[config.mk]
export PLATFORM = sky130hd
export DESIGN_NAME = uart_tx_fsm
export DESIGN_NICKNAME = d
export VERILOG_FILES = /design/src/rtl/uart_tx_pkg.sv /design/src/rtl/uart_tx_parity.sv /design/src/rtl/uart_tx_fsm.sv
export SDC_FILE = /design/constraint.sdc
export NUM_CORES = 1
export LEC_CHECK = 0
export CORE_MARGIN = 5
export CORE_UTILIZATION = 51
export DETAILED_ROUTE_END_ITERATION = 10
export GPL_TIMING_DRIVEN = 0
export PLACE_DENSITY = 0.77
export SYNTH_ARGS = -nofsm -noshare
export SYNTH_HDL_FRONTEND = slang
export SYNTH_HIERARCHICAL = 1
export SYNTH_SLANG_ARGS = --single-unit
[constraint.sdc]
create_clock -name clk -period 2.48 [get_ports clk]
set_input_delay 0.248 -clock clk [delete_from_list [all_inputs] [get_ports clk]]
set_output_delay 0.248 -clock clk [all_outputs]
set_load 0.005 [all_outputs]
[src/rtl/uart_tx_pkg.sv]
// Shared UART transmitter definitions: frame states and line-mux source encodings.
// The downstream line mux decodes mux_sel with these same constants.
package uart_tx_pkg;

    typedef enum logic [2:0] {
        IDLE   = 3'd0,
        START  = 3'd1,
        DATA   = 3'd2,
        PARITY = 3'd3,
        STOP   = 3'd4
    } tx_state_t;

    localparam logic [1:0] MUX_START  = 2'b00;
    localparam logic [1:0] MUX_STOP   = 2'b01;
    localparam logic [1:0] MUX_DATA   = 2'b10;
    localparam logic [1:0] MUX_PARITY = 2'b11;

endpackage

[src/rtl/uart_tx_parity.sv]
// Parity of a payload word; odd=0 gives even parity (plain XOR), odd=1 inverts it.
module uart_tx_parity #(
    parameter int WIDTH = 8
) (
    input  logic [WIDTH-1:0] word,
    input  logic             odd,
    output logic             parity
);

    // Seeding the chain with the type bit folds the odd-parity inversion into the XOR.
    logic [WIDTH:0] chain;

    assign chain[0] = odd;

    for (genvar gi = 0; gi < WIDTH; gi++) begin : g_xor
        assign chain[gi+1] = chain[gi] ^ word[gi];
    end

    assign parity = chain[WIDTH];

endmodule

[src/rtl/uart_tx_fsm.sv]
// UART transmit sequencer: latches a payload on acceptance and steps the line-source
// select through start, data (LSB first), optional parity and stop.
module uart_tx_fsm
    import uart_tx_pkg::*;
#(
    parameter int DATA_WIDTH = 8
) (
    input  logic                  clk,
    input  logic                  rst,
    input  logic [DATA_WIDTH-1:0] p_data,
    input  logic                  data_valid,
    input  logic                  par_en,
    input  logic                  par_typ,
    output logic [1:0]            mux_sel,
    output logic                  ser_data,
    output logic                  par_bit,
    output logic                  busy
);

    localparam int CNT_W = (DATA_WIDTH > 1) ? $clog2(DATA_WIDTH) : 1;
    localparam logic [CNT_W-1:0] LAST_BIT = CNT_W'(DATA_WIDTH - 1);

    tx_state_t             state_reg;
    logic [DATA_WIDTH-1:0] data_reg;
    logic                  par_en_reg;
    logic                  par_typ_reg;
    logic [CNT_W-1:0]      cnt_reg;

    // Parity is taken from the latched word, so it cannot move while a frame is in flight.
    uart_tx_parity #(
        .WIDTH (DATA_WIDTH)
    ) u_parity (
        .word   (data_reg),
        .odd    (par_typ_reg),
        .parity (par_bit)
    );

    always_ff @(posedge clk or posedge rst) begin
        if (rst) begin
            state_reg   <= IDLE;
            mux_sel     <= MUX_STOP;
            busy        <= 1'b0;
            ser_data    <= 1'b0;
            cnt_reg     <= '0;
            data_reg    <= '0;
            par_en_reg  <= 1'b0;
            par_typ_reg <= 1'b0;
        end else begin
            case (state_reg)
                // STOP doubles as an acceptance point so frames can run back to back.
                IDLE, STOP: begin
                    ser_data <= 1'b0;
                    if (data_valid) begin
                        state_reg   <= START;
                        mux_sel     <= MUX_START;
                        busy        <= 1'b1;
                        data_reg    <= p_data;
                        par_en_reg  <= par_en;
                        par_typ_reg <= par_typ;
                    end else begin
                        state_reg <= IDLE;
                        mux_sel   <= MUX_STOP;
                        busy      <= 1'b0;
                    end
                end

                START: begin
                    state_reg <= DATA;
                    mux_sel   <= MUX_DATA;
                    cnt_reg   <= '0;
                    ser_data  <= data_reg[0];
                end

                DATA: begin
                    if (cnt_reg == LAST_BIT) begin
                        ser_data <= 1'b0;
                        if (par_en_reg) begin
                            state_reg <= PARITY;
                            mux_sel   <= MUX_PARITY;
                        end else begin
                            state_reg <= STOP;
                            mux_sel   <= MUX_STOP;
                        end
                    end else begin
                        cnt_reg  <= cnt_reg + 1'b1;
                        ser_data <= data_reg[cnt_reg + 1'b1];
                    end
                end

                PARITY: begin
                    state_reg <= STOP;
                    mux_sel   <= MUX_STOP;
                end

                default: begin
                    state_reg <= IDLE;
                    mux_sel   <= MUX_STOP;
                    busy      <= 1'b0;
                    ser_data  <= 1'b0;
                end
            endcase
        end
    end

endmodule

==> reports/qor.yml, run 1 <==
logic_synthesis:
  yosysSeqAreaShare_pct: 48.9
  synth_top_area_share_pct: 46.3
  synth-async-reset-ratio_pct: 100
  yosysMostFrequentCell: "dfrtp_1"
  synth_nets: 97
  synth_warnings: 6
  ys_seq_elements: 20
  syn_area_um2: 1030
  avgSynthCellArea_um2: 12.5
  ys.flop_type: "dfrtp_1"
  synth_edf_count: 0
  synth.area.top_cells: "dfrtp_1, mux2_2, mux2i_1"
  yosys.area.top_type: "dfrtp_1"
  yosysUniqueCellTypes: 29
  synth_top_cells_by_count: "dfrtp_1, mux2_2, a21oi_1, mux2i_1"
  synthCells: 82
critical_path:
  arrival_ps: 2010
  crit_fanout: 3
  start_kind: "flop"
  required_ps: 2230
  crit_type: "flop to output port"
  cp-end-kind: "output port"
worst_hold_path:
  min_path_type: "input port to asynchronous set/reset pin"
placed_design:
  place_area_um2: 1230
  numPortBuffers: 17
  dp_slack_ps: 587
  routabilityCongestion: 0.780
  dp_hpwl_um: 1440
floorplan:
  fp.dieArea_um2: 3010
  initial_core_util_pct: 52.8
  io_pins: 18
  core-area_um2: 1940
  die_y_um: 54.9
  die_x_um: 54.9
  rows: 16
clock_network:
  clock_latency_ps: 310
  numCtsBuffers: 3
  cts_resized: 0
  cts.path.max_buffers: 2
  htree_levels: 1
  cts_tree: "yes"
  clockRootBuffer: "clkbuf_4"
  postCtsSetupRepairBufs: 0
  cts_hold_buf: 0
  cts.clk_slew.worst_paths_ps: 120
  cts.sinks: 20
global_route:
  grt_max_degree: 21
  grt_pass1_wl_um: 3130
  grt_usage_pct: 14.9
  antenna_found_initial: 0
  grt_pass1_vias: 715
  grt_overflow_total: 0
timing:
  finalWorstSetupSlack_ps: 227
  relSlewSlack_pct: 49.2
  tightestPinTransition_ps: 761
  slew_violations: 0
  layout_worst_path_cycle_share_pct: 90.9
  rsz0062_at_grt: "no"
  finalSetupViolCount: 0
  max_freq_mhz: 444
  hold_viol: 0
  skew_ps: 5.99
  tns_ps: 0
  min_period_ps: 2250
cells_and_area:
  area_growth_pct: 25.0
  finalNetCount: 119
  final_area_um2: 1280
  diodes: 0
  fin_util_pct: 66.0
  largest_register_ffs: 8
  drive_gt1_share_pct: 20.4
pwr:
  leakagePower_nw: 0.552
  max-vdd-ir-drop_v: 0.00148
  total_power_w: 0.00193
  power_density_nw_per_um2: 1500
drt:
  wl_um: 1850
  vias: 698
  routedWlPerCell_um: 14.2
  antenna_left: 0
  dr.first_iter.drc_count: 7
  drc: 0
  vias_per_cell: 5.37
  drtPass1Iterations: 4
status:
  outcome: "finished clean"
job:
  cap_violations: 0
[final cells by class]
type | instances | area [um^2]
fill | 164 | 659
sequential | 20 | 502
multi-input combinational | 55 | 489
timing repair buffer | 17 | 170
tap | 27 | 33.8
clock inverter | 1 | 30.0
clock buffer | 3 | 22.5
buffer | 3 | 20.0
inverter | 4 | 15.0
[power by group]
part / leakage [nW] / internal [W] / switching (W)
clock network: 0.0279 / 0.000163 / 0.000104
registers: 0.244 / 0.000481 / 0.000151
logic: 0.280 / 0.000666 / 0.000363
[cell usage in the layout, fill, tap and decap left out, types with 2 or more instances in the layout]
master | netlist | routed
o2bb2ai_1 | 3 | 3
inv_1 | 4 | 4
mux2_2 | 11 | 11
mux2i_1 | 5 | 5
a22oi_1 | 2 | 2
nor2b_1 | 2 | 2
a21oi_1 | 5 | 5
nand2b_1 | 2 | 2
dfrtp_1 | 19 | 19
o21ai_0 | 2 | 2
xnor2_1 | 4 | 4
clkdlybuf4s50_1 | 0 | 17
ha_1 | 2 | 2
nor2_1 | 4 | 4
clkbuf_4 | 0 | 3
a211oi_1 | 2 | 2
[final timing paths]
kind	end	slack, ps	from	cells after the start
min in group clk	state_reg[0]$_DFFE_PP0P_	520	data_valid	3
worst max register to register	ser_data$_DFFE_PP0N_	580	cnt_reg[0]$_DFFE_PP0P_	5
worst min register to register	cnt_reg[1]$_DFFE_PP0P_	540	cnt_reg[1]$_DFFE_PP0P_	1
worst max-delay path	par_bit	230	data_reg[3]$_DFFE_PP0P_	4
worst min-delay path	data_reg[0]$_DFFE_PP0P_	360	rst	2
max in group asynchronous	data_reg[4]$_DFFE_PP0P_	1640	rst	2
[worst max-delay path, cell delays in order, from the launching register on]
cell	delay (ps)
dfrtp_1	420
xnor2_1	180
xnor3_1	420
xnor2_1	170
clkdlybuf4s50_1	520
[routing by layer]
metal  share of wire [%]  wire length, um  track usage, %  vias to the layer above
met5                   0                0               0                        -
met4                 2.2               40            7.47                        0
met3                 4.5               84            3.54                        5
met2                  46              850            22.8                       14
met1                  47              872            19.3                      341
li1                    -                -               -                      338
[metrics by stage]
step / hold slack [ps] / cells
6_report: 359 / 130
5_1_grt: 436 / 130
4_1_cts: 381 / 130
3_5_place_dp: 518 / 126
3_3_place_gp: 502 / 126
2_1_floorplan: 211 / 82
[cells by family after synthesis]
group                      after synthesis  synth area share (%)
AOI/OAI and AO/OA                       17                  11.8
DFF                                     20                  48.9
muxes                                   17                  19.1
buffers and inverters                    7                  3.41
adders and majority gates                2                  2.44
and+or+nand+nor                         12                  6.22
xor gates and xnor gates                 7                  8.05
Power figures use the tool's default switching activity.
==> run 2, diff against run 1 <==
--- a/config.mk
+++ b/config.mk
@@ -10,6 +10,7 @@
 export DETAILED_ROUTE_END_ITERATION = 10
 export GPL_TIMING_DRIVEN = 0
 export PLACE_DENSITY = 0.77
+export SLEW_MARGIN = 25
 export SYNTH_ARGS = -nofsm -noshare
 export SYNTH_HDL_FRONTEND = slang
 export SYNTH_HIERARCHICAL = 1
==> results of run 2 <==
Same layout as run 1: the final DEF is identical, and so are final timing and power.
==> run 3, diff against run 2 <==
--- a/config.mk
+++ b/config.mk
@@ -5,11 +5,12 @@
 export SDC_FILE = /design/constraint.sdc
 export NUM_CORES = 1
 export LEC_CHECK = 0
+export ABC_AREA = 1
 export CORE_MARGIN = 5
-export CORE_UTILIZATION = 51
+export CORE_UTILIZATION = 55
 export DETAILED_ROUTE_END_ITERATION = 10
 export GPL_TIMING_DRIVEN = 0
-export PLACE_DENSITY = 0.77
+export PLACE_DENSITY = 0.81
 export SLEW_MARGIN = 25
 export SYNTH_ARGS = -nofsm -noshare
 export SYNTH_HDL_FRONTEND = slang
==> constraint.sdc (replaced) <==
create_clock -name clk -period 2.7 [get_ports clk]
set_input_delay 0.27 -clock clk [delete_from_list [all_inputs] [get_ports clk]]
set_output_delay 0.27 -clock clk [all_outputs]
set_load 0.005 [all_outputs]
==> reports/qor.yml, run 3 <==
status:
  outcome: "finished clean"
logic_synthesis:
  synth_top_area_share_pct: 44.5
  synth_fa_ha_area_share_pct: 2.34
  avgSynthCellArea_um2: 7.32
  synth_compound_area_share_pct: 4.22
  synth_nets: 161
  ys.flop_type: "dfrtp_1"
  synth_top_cells_by_count: "nand2_1, dfrtp_1, inv_1"
  syn_area_um2: 1070
  yosysMostFrequentCell: "nand2_1"
  yosys.area.top_type: "dfrtp_1"
  synth_edf_count: 0
  synth_warnings: 6
  yosysUniqueCellTypes: 19
  yosysSeqAreaShare_pct: 47.0
  synthCells: 146
  synth_top_family_by_area: "simple AND/OR/NAND/NOR gates"
  synth-async-reset-ratio_pct: 100
  ys_seq_elements: 20
  muxShareOfSynthArea_pct: 0
  synthSimpleGateAreaFrac_pct: 35.9
  synth.area.top_cells: "dfrtp_1, nand2_1, inv_1"
  synth_xor_xnor_area_share_pct: 2.58
clock_network:
  numCtsBuffers: 3
  clockRootBuffer: "clkbuf_4"
  cts_resized: 0
  clock_latency_ps: 300
  cts.path.max_buffers: 2
  htree_levels: 1
  cts.sinks: 20
  cts_hold_buf: 0
  cts_tree: "yes"
  cts.clk_slew.worst_paths_ps: 110
  postCtsSetupRepairBufs: 0
critical_path:
  arrival_ps: 1870
  path_common_cell: "nand2_1"
  required_ps: 2430
  r2r_end: "cnt_reg[1]$_DFFE_PP0P_"
  cp-end-kind: "output port"
  cp_cell_sequence: "nand2_1 -> inv_1 -> nor2_1 -> nand2_1 -> nand2_1 -> nand2_1 -> nand2_1 -> nand2_1 -> nand2_1 -> clkdlybuf4s50_1"
  worst_r2r_path_depth: 6
  cp_slowest_cell: "clkdlybuf4s50_1"
  r2r_start: "cnt_reg[0]$_DFFE_PP0P_"
  start_kind: "flop"
  r2r_slack_ps: 1050
  crit_type: "flop to output port"
  max_stage_delay_ps: 490
  crit_fanout: 5
drt:
  dr.first_iter.drc_count: 40
  wl_um: 2190
  vias_per_cell: 4.88
  dr_wl_met3_um: 97
  antenna_left: 0
  wirelength_met1_um: 984
  drc: 0
  met2WireLength_um: 1090
  drtPass1Iterations: 4
  routed.top_layer: "met4"
  routedWlPerCell_um: 11.3
  vias: 946
worst_hold_path:
  min_path_type: "input port to asynchronous set/reset pin"
floorplan:
  initial_core_util_pct: 56.2
  die_y_um: 54.1
  io_pins: 18
  fp.dieArea_um2: 2920
  rows: 16
  die_x_um: 54.1
  core-area_um2: 1900
timing:
  tightestPinTransition_ps: 753
  min_period_ps: 2140
  slew_violations: 0
  max_freq_mhz: 467
  finalSetupViolCount: 0
  tns_ps: 0
  skew_ps: 0.952
  relSlewSlack_pct: 49.7
  rsz0062_at_grt: "no"
  hold_viol: 0
  layout_worst_path_cycle_share_pct: 79.3
global_route:
  grt_pass1_vias: 923
  grt_usage_pct: 18.7
  grt_max_degree: 21
  antenna_found_initial: 0
  grt_pass1_wl_um: 3890
  grt_overflow_total: 0
pwr:
  power_density_nw_per_um2: 1190
  switching_share_pct: 43.9
  intPower_w: 0.000877
  leakagePower_nw: 0.705
  switchingPower_w: 0.000685
  seqPwrFrac_pct: 38.0
  max-vdd-ir-drop_v: 0.000620
  total_power_w: 0.00156
  clock_power_share_pct: 11.2
  p_comb_share_pct: 50.9
cells_and_area:
  finalNetCount: 183
  layout_commonest_cell: "nand2_1"
  diodes: 0
  fin_util_pct: 68.8
  largest_register_ffs: 8
  drive_gt1_share_pct: 8.38
  mostFrequentLayoutCells: "nand2_1, dfrtp_1, inv_1"
  num-fill-cells: 171
  area_growth_pct: 22.5
placed_design:
  dp_hpwl_um: 1640
  numPortBuffers: 17
  routabilityCongestion: 0.854
job:
  cap_violations: 0
-- run 3: cell types whose count changed in the layout (fill, tap and decap cells not counted), moves of 3 or more --
cell and delta:
o21ai_1 +4, a21oi_1 -4, nand3_1 +10, xnor2_1 -4
o2bb2ai_1 -3, mux2i_1 -5, mux2_2 -11, inv_1 +14
nor2_1 +3, nand2_1 +70
-- run 3: metal layers --
metal,track usage (%),vias to the layer above
met1,21.6,431
met2,33.7,25
met3,4.71,2
met4,5.81,0
li1,-,488
met5,0,-
-- run 3: how the worst max path moves through the flow --
stage	end	slack (ps)	start	depth (start not counted)
floorplan	mux_sel[1]$_DFFE_PP0P_	1260	cnt_reg[0]$_DFFE_PP0P_	5
global placement	par_bit	990	data_reg[2]$_DFFE_PP0P_	10
detailed placement	par_bit	930	data_reg[3]$_DFFE_PP0P_	10
CTS	par_bit	570	data_reg[3]$_DFFE_PP0P_	10
global route	par_bit	360	data_reg[3]$_DFFE_PP0P_	10
finish	par_bit	560	data_reg[3]$_DFFE_PP0P_	10
-- run 3: critical path, delay by kind of cell, from the launching register on --
kind          cells  cell delay, ps
flops             1             440
simple gates      8             580
buf+inv           2             550
-- run 3: power by group through the flow --
stage	clock network, W	logic (W)	registers, W
2_1_floorplan	0	0.000552	0.000566
3_3_place_gp	0	0.000749	0.000591
3_5_place_dp	0	0.000788	0.000598
4_1_cts	0.000180	0.000796	0.000592
5_1_grt	0.000195	0.000914	0.000617
6_report	0.000174	0.000795	0.000593
-- run 3: through the flow --
step	setup slack (ps)	area, um^2	instances	hold slack [ps]
6_report	559	1310	194	389
3_3_place_gp	992	1270	190	464
3_5_place_dp	927	1270	190	480
2_1_floorplan	1260	1070	146	233
5_1_grt	363	1310	194	460
4_1_cts	573	1310	194	417
-- run 3: final cells by class --
| type | instances | area [um^2] | share of cell area (%) |
|---|---|---|---|
| Buffer | 2 | 10.0 | 0.765 |
| Clock buffer | 4 | 36.3 | 2.77 |
| Inverter | 20 | 75.1 | 5.74 |
| Multi-Input combinational cell | 104 | 482 | 36.8 |
| Sequential cell | 20 | 502 | 38.3 |
| Tap cell | 27 | 33.8 | 2.58 |
| Timing Repair Buffer | 17 | 170 | 13.0 |
-- run 3: cell families (layout without fill, tap and decap cells) --
group,after synthesis,count (layout)
adder cells (fa/ha/maj),2,2
AO/OA/AOI/OAI,8,8
flip-flops,20,20
XOR/XNOR,1,1
AND/OR/NAND/NOR,93,93
buffers and inverters,22,43
